File: config.mk
export PLATFORM = sky130hd
export DESIGN_NAME = mux_rr_arb
export DESIGN_NICKNAME = d
export VERILOG_FILES = /design/src/rtl/mux_rr_arb.sv
export SDC_FILE = /design/constraint.sdc
export NUM_CORES = 1
export LEC_CHECK = 0
export CELL_PAD_IN_SITES_DETAIL_PLACEMENT = 0
export CELL_PAD_IN_SITES_GLOBAL_PLACEMENT = 1
export CORE_MARGIN = 1
export CORE_UTILIZATION = 33
export DETAILED_ROUTE_END_ITERATION = 16
export PLACE_DENSITY = 0.84
export SYNTH_ARGS = -nofsm -noshare
export SYNTH_HDL_FRONTEND = slang
export SYNTH_SLANG_ARGS = --single-unit
export TNS_END_PERCENT = 30
File: constraint.sdc
create_clock -name clk -period 4.3 [get_ports clk]
set_input_delay 1.075 -clock clk [delete_from_list [all_inputs] [get_ports clk]]
set_output_delay 1.075 -clock clk [all_outputs]
set_load 0.005 [all_outputs]
File: src/rtl/mux_rr_arb.sv
// N-channel valid/ready multiplexer with a single registered output stage.
// The channel is chosen by a round-robin or fixed-priority arbiter.
module mux_rr_arb #(
    parameter int WIDTH      = 8,
    parameter int N          = 4,
    parameter int FIXED_PRIO = 0,
    parameter int SELW       = $clog2(N)
) (
    input  logic               clk,
    input  logic               reset,
    input  logic [N*WIDTH-1:0] in_data,
    input  logic [N-1:0]       in_valid,
    output logic [N-1:0]       in_ready,
    output logic [WIDTH-1:0]   out_data,
    output logic               out_valid,
    input  logic               out_ready,
    output logic [SELW-1:0]    out_sel
);

    logic            load_en;
    logic [N-1:0]    grant;
    logic [SELW-1:0] grant_idx;
    logic            grant_any;
    logic [SELW-1:0] ptr;

    assign load_en  = !out_valid || out_ready;
    assign in_ready = load_en ? grant : '0;

    // Scan order starts at ptr and wraps; fixed priority simply starts at 0.
    always_comb begin
        int unsigned idx;
        grant     = '0;
        grant_idx = '0;
        grant_any = 1'b0;
        idx       = 0;
        for (int unsigned k = 0; k < N; k++) begin
            if (FIXED_PRIO != 0) begin
                idx = k;
            end else begin
                idx = int'(ptr) + k;
                if (idx >= N) begin
                    idx = idx - N;
                end
            end
            if (!grant_any && in_valid[idx]) begin
                grant_any  = 1'b1;
                grant[idx] = 1'b1;
                grant_idx  = SELW'(idx);
            end
        end
    end

    always_ff @(posedge clk or posedge reset) begin
        if (reset) begin
            out_valid <= 1'b0;
            out_data  <= '0;
            out_sel   <= '0;
            ptr       <= '0;
        end else if (load_en) begin
            if (grant_any) begin
                out_valid <= 1'b1;
                out_data  <= in_data[int'(grant_idx)*WIDTH +: WIDTH];
                out_sel   <= grant_idx;
                if (FIXED_PRIO == 0) begin
                    ptr <= (grant_idx == SELW'(N-1)) ? '0 : grant_idx + 1'b1;
                end
            end else begin
                out_valid <= 1'b0;
            end
        end
    end

endmodule

==> flow_summary.yaml <==
outcome:
  status: "finished clean"
routing:
  first_pass_iters: 4
  ant_nets: 0
  wl_per_cell_um: 15.1
  num_vias: 1825
  drt-total-wl_um: 5020
  drtIter0Drc: 137
  drc: 0
  viasPerCell: 5.48
layout:
  design_area_um2: 2320
  nets: 311
  nFillCells: 497
  diodes: 0
  area_growth_pct: 41.6
  drive_gt1_frac: 0.117
logic_synthesis:
  async_flop_share: 1.00
  ys_seq_area_frac: 0.199
  syn_inst: 215
  ys_warn_count: 0
  yosysTopAreaCellShare: 0.199
  synth_nets: 259
  synth-seq-cells: 13
  synth_largest_area_cell: "dfrtp_1"
  ys_top_cells_by_area: "dfrtp_1 (20%), a221oi_1 (8.6%), nand2_1 (7.8%)"
  synthDistinctLibCells: 43
  synth_edf_count: 0
  synthesis.area_um2: 1640
  avgSynthCellArea_um2: 7.62
  yosysMostFrequentCell: "nand2_1"
  synth_common_cells: "nand2_1 (34), nor2_1 (21), nor3_1 (18), a221oi_1 (16), dfrtp_1 (13)"
  synth_flop_cell: "dfrtp_1"
sta:
  finalHoldViolations: 0
  rsz0062_at_grt: "false"
  period_needed_ns: 4.09
  max_freq_mhz: 245
  drv_slew: 0
  slew_headroom: 0.476
  finalSetupViolations: 0
  fin_skew_ns: 0.000392
  worst_slew_pin_slew_ns: 0.784
  fin_crit_sh: 0.951
pwr:
  power_frac_seq: 0.144
  p_clk_frac: 0.076
  comb_power_share: 0.780
  p_leak_nw: 0.979
  irDropWorstVdd_mv: 0.269
  p_sw_uw: 686
  power_density_nw_per_um2: 626
  switching_share: 0.472
  p_int_uw: 766
  p_total_mw: 1.45
global_routing:
  overflow: 0
  antenna_found_initial: 0
  grt_usage: 0.196
  grt_pass1_wl_um: 8220
  grt_pass1_vias: 1704
  grt_start_max_net_pins: 35
setup_path:
  cp.required_ns: 3.22
  endpoint_kind: "output pin"
  cp-start-kind: "input pin"
  path_class: "in -> out"
  crit_arrival_ns: 3.01
  crit_fanout: 5
floorplanning:
  dieHeight_um: 72.5
  core_um2: 4750
  pin_count: 54
  dieWidth_um: 72.5
  start_util: 0.344
  rows: 25
  dieArea_um2: 5250
job:
  cap_violations: 0
placed_design:
  port_buffers: 53
  dp_hpwl_um: 3640
  place.gp.congestion: 0.837
  placed_cell_area_um2: 2250
clock_network:
  clockRootBuffer: "clkbuf_8"
  cts_tree: "built"
  cts_setup_buffers: 0
  cts_buffer_depth: 2
  h-tree-depth: 1
  cts_buffers: 3
  clk_pin_slew_ns: 0.05
  clock_latency_ns: 0.24
  clock_sinks: 13
worst_hold_path:
  hp-class: "reg -> reg"
==> per-stage QoR <==
step	hold slack [ns]	setup TNS, ns	setup slack, ns	instances	util
2_1_floorplan	0.468	0	0.287	215	-
3_3_place_gp	0.465	0	0.0212	329	0.474
3_5_place_dp	0.489	-0.0445	-0.0252	329	0.474
4_1_cts	0.501	0	0.00617	333	0.484
5_1_grt	0.523	0	0.144	333	0.488
6_report	0.493	0	0.212	333	0.488
==> cell type report <==
cell class,instances,area (um2),share of cell area
multi-input combinational,176,1190,0.515
timing repair buffer,68,653,0.282
sequential,13,325,0.140
tap,67,83.8,0.0361
clock buffer,4,45.0,0.0194
inverter,5,18.8,0.00809
==> routing by layer <==
| layer | track usage | vias up | part of all wire |
|---|---|---|---|
| met5 | 0 | - | 0 |
| met1 | 0.293 | 838 | 0.51 |
| met2 | 0.302 | 64 | 0.43 |
| li1 | - | 918 | - |
| met4 | 0.0458 | 0 | 0.0084 |
| met3 | 0.0167 | 5 | 0.054 |
==> layout by cell type, fill, tap and decap left out, types with 8 or more instances in the layout <==
master	instances
clkdlybuf4s50_1	46
nand2_1	34
nor2_1	21
nor3_1	17
a221oi_1	16
buf_4	15
dfrtp_1	13
a211oi_1	8
and3_1	8
a21o_1	8
a2111oi_0	8
==> repair_timing <==
item,CTS,global route
setup endpoints to repair,4,3
pin swaps,0,1
hold buffers,0,0
resized for setup,3,6
==> flip-flops by register name, summed over array words and instances, names as in the netlist <==
name / cells
out_sel: 2
out_valid: 1
ptr: 2
out_data: 8
==> power groups by stage <==
stage | sequential [mW] | combinational [mW] | clock [mW]
detailed placement | 0.212 | 1.13 | 0
CTS | 0.211 | 1.13 | 0.111
global route | 0.217 | 1.25 | 0.118
finish | 0.210 | 1.13 | 0.110
global placement | 0.211 | 1.12 | 0
floorplan | 0.215 | 0.791 | 0
==> logic make-up after synthesis <==
group,after synthesis,share of synthesized area
AO/OA/AOI/OAI,68,0.331
adder cells (fa/ha/maj),5,0.0382
buffers and inverters,26,0.0802
flip-flops,13,0.199
multiplexers,11,0.0932
AND/OR/NAND/NOR,92,0.259
==> final timing paths <==
| path | from | to | slack [ns] | depth (start not counted) |
|---|---|---|---|---|
| worst max-delay path | in_valid[3] | in_ready[3] | 0.21 | 7 |
| worst min-delay path | out_sel[1]$_DFFE_PP0P_ | out_sel[1]$_DFFE_PP0P_ | 0.49 | 2 |
| worst max register to register | ptr[1]$_DFFE_PP0P_ | out_data[0]$_DFFE_PP0P_ | 1.36 | 8 |
| worst min register to register | out_sel[1]$_DFFE_PP0P_ | out_sel[1]$_DFFE_PP0P_ | 0.49 | 2 |
| max in group asynchronous | reset | out_data[3]$_DFFE_PP0P_ | 2.79 | 2 |
| min in group asynchronous | reset | out_sel[1]$_DFFE_PP0P_ | 1.17 | 2 |
==> critical path, cell delays in order <==
cell             delay, ns
clkdlybuf4s50_1       0.46
mux4_2                0.51
buf_4                 0.18
a221o_1               0.34
o21ai_1               0.08
a21oi_1               0.08
dlygate4sd2_1         0.29
Power figures use the tool's default switching activity.
